==> config.mk <==
export PLATFORM = sky130hd
export DESIGN_NAME = gpc_chk_delay
export DESIGN_NICKNAME = d
export VERILOG_FILES = /design/src/rtl/gpc206_4_checker_delay.sv
export SDC_FILE = /design/constraint.sdc
export NUM_CORES = 1
export LEC_CHECK = 0
export CORE_AREA = 2 2 39 41
export CTS_CLUSTER_SIZE = 10
export DETAILED_ROUTE_END_ITERATION = 8
export DIE_AREA = 0 0 41 43
export PLACE_DENSITY = 0.42
export SLEW_MARGIN = 40
export SYNTH_ARGS = -nofsm -noshare
export SYNTH_HDL_FRONTEND = slang
export SYNTH_SLANG_ARGS = --single-unit
export TNS_END_PERCENT = 5
==> constraint.sdc <==
create_clock -name clk -period 0.8 [get_ports clk]
set_clock_uncertainty 0.15 [all_clocks]
set_input_delay 0.08 -clock clk [delete_from_list [all_inputs] [get_ports clk]]
set_output_delay 0.08 -clock clk [all_outputs]
set_load 0.02 [all_outputs]
==> src/rtl/gpc206_4_checker_delay.sv <==
// gpc_chk_delay: valid+data shift register, advances every cycle; DEPTH=0 is a wire.
module gpc_chk_delay #(
  parameter int unsigned DEPTH = 1,
  parameter int unsigned WIDTH = 4
) (
  input  logic             clk,
  input  logic             rst,
  input  logic             i_valid,
  input  logic [WIDTH-1:0] i_data,
  output logic             o_valid,
  output logic [WIDTH-1:0] o_data
);

  generate
    if (DEPTH == 0) begin : g_pass
      assign o_valid = i_valid;
      assign o_data  = i_data;
    end else begin : g_pipe
      logic             r_vld [DEPTH];
      logic [WIDTH-1:0] r_dat [DEPTH];

      always_ff @(posedge clk or posedge rst) begin
        if (rst) begin
          for (int unsigned k = 0; k < DEPTH; k++) begin
            r_vld[k] <= 1'b0;
            r_dat[k] <= '0;
          end
        end else begin
          r_vld[0] <= i_valid;
          r_dat[0] <= i_data;
          for (int unsigned k = 1; k < DEPTH; k++) begin
            r_vld[k] <= r_vld[k-1];
            r_dat[k] <= r_dat[k-1];
          end
        end
      end

      assign o_valid = r_vld[DEPTH-1];
      assign o_data  = r_dat[DEPTH-1];
    end
  endgenerate

endmodule

==> run summary, run 1 <==
Status: finished with violations
Violations in the final reports: hold timing, setup timing
Distinct cell type count after synthesis: 2
Number of port buffers: 11
Arr. time, crit path: 750 ps
Critical path's slowest cell: dfrtp_1
Final weighted congestion of routability-driven global placement: 0.539
Post-CTS setup-driven buffer insertion count: 0
Static power due to leakage: 0.000126 µW
Level count of the clock H-tree: 1
# DRC: 0
CP Buf/Inv Count: 1
WL/cell: 8.97 µm
Number of vias after detailed routing: 102
Overall power consumption: 630 µW
Post-route setup slack: -182 ps
CP top delay family: flip-flops
Sequential share of the synthesized area: 97.1%
Floorplan die height: 43 µm
Max Buffers Root-to-Sink: 2
DIE AREA: 1760 µm²
Worst path max stage delay: 380 ps
Layout overhead on the synthesized area: 112%
Highest clock frequency the design can meet: 1020 MHz
Worst Setup End Kind: primary output
TritonCTS clock tree: yes
Max VDD drop: 0.000548 V
Pin count of the biggest net entering global routing: 6
Critical Path Source Type: flip-flop
Count of TritonRoute iterations in the first routing pass: 1
Power density cells: 2310 nW/µm²
Area fraction of the dominant cell type after synthesis: 97.1%
Worst slew margin relative to its limit: 87.3%
Cell taking the most area after synthesis: dfrtp_1
Total area of multi-input combinational cells: 0 µm²
RSZ-0062 raised after global routing: yes
Transition time of the tightest slew-check pin: 190 ps
Site Rows: 14
Sum of routed wire length over all layers: 332 µm
Number of sinks driven by the clock tree: 5
Cells taking the most area after synthesis: dfrtp_1 97%, inv_1 2.9%
Synth Area per Inst: 21.5 µm²
Number of hold-slack violations in the final timing report: 5
Worst setup path class: flip-flop to primary output
Sequence of cells on the critical path: buf_6
Utilization of the core after routing: 19.7%
Most common cell after layout, fill and taps aside: clkdlybuf4s50_1
Top Ports: 12
Period Utilization, post-route: 123%
Clock slew at the register clock pins of the worst setup and hold paths: 40 ps
Synthesized netlist net count: 13
Finish-stage setup viols: 5
Number of synthesized register bits: 5
Worst endpoint required time: 570 ps
Count of warnings emitted by yosys: 0
Max capacitance violation total: 0
Highest fanout seen on the critical path: 1
GRT Overall Usage: 5.16%
Synthesized instance count: 6
Fraction of layout instances using a drive strength above 1: 38.1%
Ant diodes: 0
Area of the placeable core: 1380 µm²
Final cell count without fillers: 37
Placed insts: 33
Multi-input gate count: 0
Initial standard-cell utilization of the core: 9.31%
Remaining global-route overflow: 0
Die width: 41 µm
Vias per inst: 2.76
Post-layout minimum cycle time: 982 ps
Starting DRT DRC Count: 0
Wire length of the first global-routing pass: 489 µm
Routed Antenna Nets: 0
NumNets Final: 29
Via count of the first global-routing pass: 119
Clock root cell: clkbuf_4
Number of buffers added by the clock tree synthesis step: 3
Combined area of all synthesized cells: 129 µm²
Commonest cells after routing, fill and taps aside: 6 x clkdlybuf4s50_1, 5 x dfrtp_1, 3 x clkbuf_4, 3 x buf_2, 2 x buf_6
Max Transition Viols Final: 0
Antenna violations before repair: 0
Post-route worst hold slack: -102 ps
HP Class: input port to asynchronous set/reset pin
logic make-up after synthesis:
family / share of synthesized area, %
buffers and inverters: 2.91
DFF: 97.1
synth_stat cells:
master,number
dfrtp_1,5
inv_1,1
routing by layer:
metal  share of wire [%]  track usage (%)
met5                   0                0
met4                   0             8.00
met3                  19             3.66
met2                  37             4.06
met1                  44             6.27
how the worst max path moves through the flow:
stage / start / end / cells after the start
floorplan: o_data[0] / o_data[0] / 0
detailed placement: o_data[1] / o_data[1] / 1
global placement: o_data[3] / o_data[3] / 1
CTS: o_data[1] / o_data[1] / 1
finish: o_data[1] / o_data[1] / 1
global route: o_data[1] / o_data[1] / 1
cell type report:
cell class | instances | area, µm²
fillers | 153 | 1110
flip-flops and latches | 5 | 125
repair buffers | 11 | 97.6
clock buffers | 4 | 26.3
well taps | 16 | 20.0
inverters | 1 | 3.75
sequential cells by signal, indices dropped and copies added, names as in the netlist:
| name | count |
|---|---|
| o_data | 4 |
| o_valid | 1 |
where the power goes:
group / switching [µW] / internal [µW]
registers: 4.46 / 267
logic: 30.7 / 40.4
clock network: 99.9 / 188
repair_timing:
item | 4_1_cts | 5_1_grt
gates resized for setup | 22 | 2
setup endpoints to repair | 5 | 5
endpoints found under the hold margin | 5 | 5
pin swaps | 0 | 0
stage by stage:
stage                     setup WS, ps  area [µm²]  setup TNS, ps
final                             -182         273           -860
after global routing              -204         273           -996
after CTS                         -199         267           -945
after detailed placement          -360         259          -1710
after global placement            -334         259          -1660
after floorplan                    154         129              0
(Power assumes the default switching activity.)
==> inputs of run 2 (changes only) <==
MAX_ROUTING_LAYER = met4   (was not set)
==> results of run 2 <==
Final layout, timing and power as in run 1 (identical DEF).
Main changes from that run: final weighted congestion in routability-driven placement 0.539 -> 0.540; overall routing resource usage 5.16% -> 5.29%
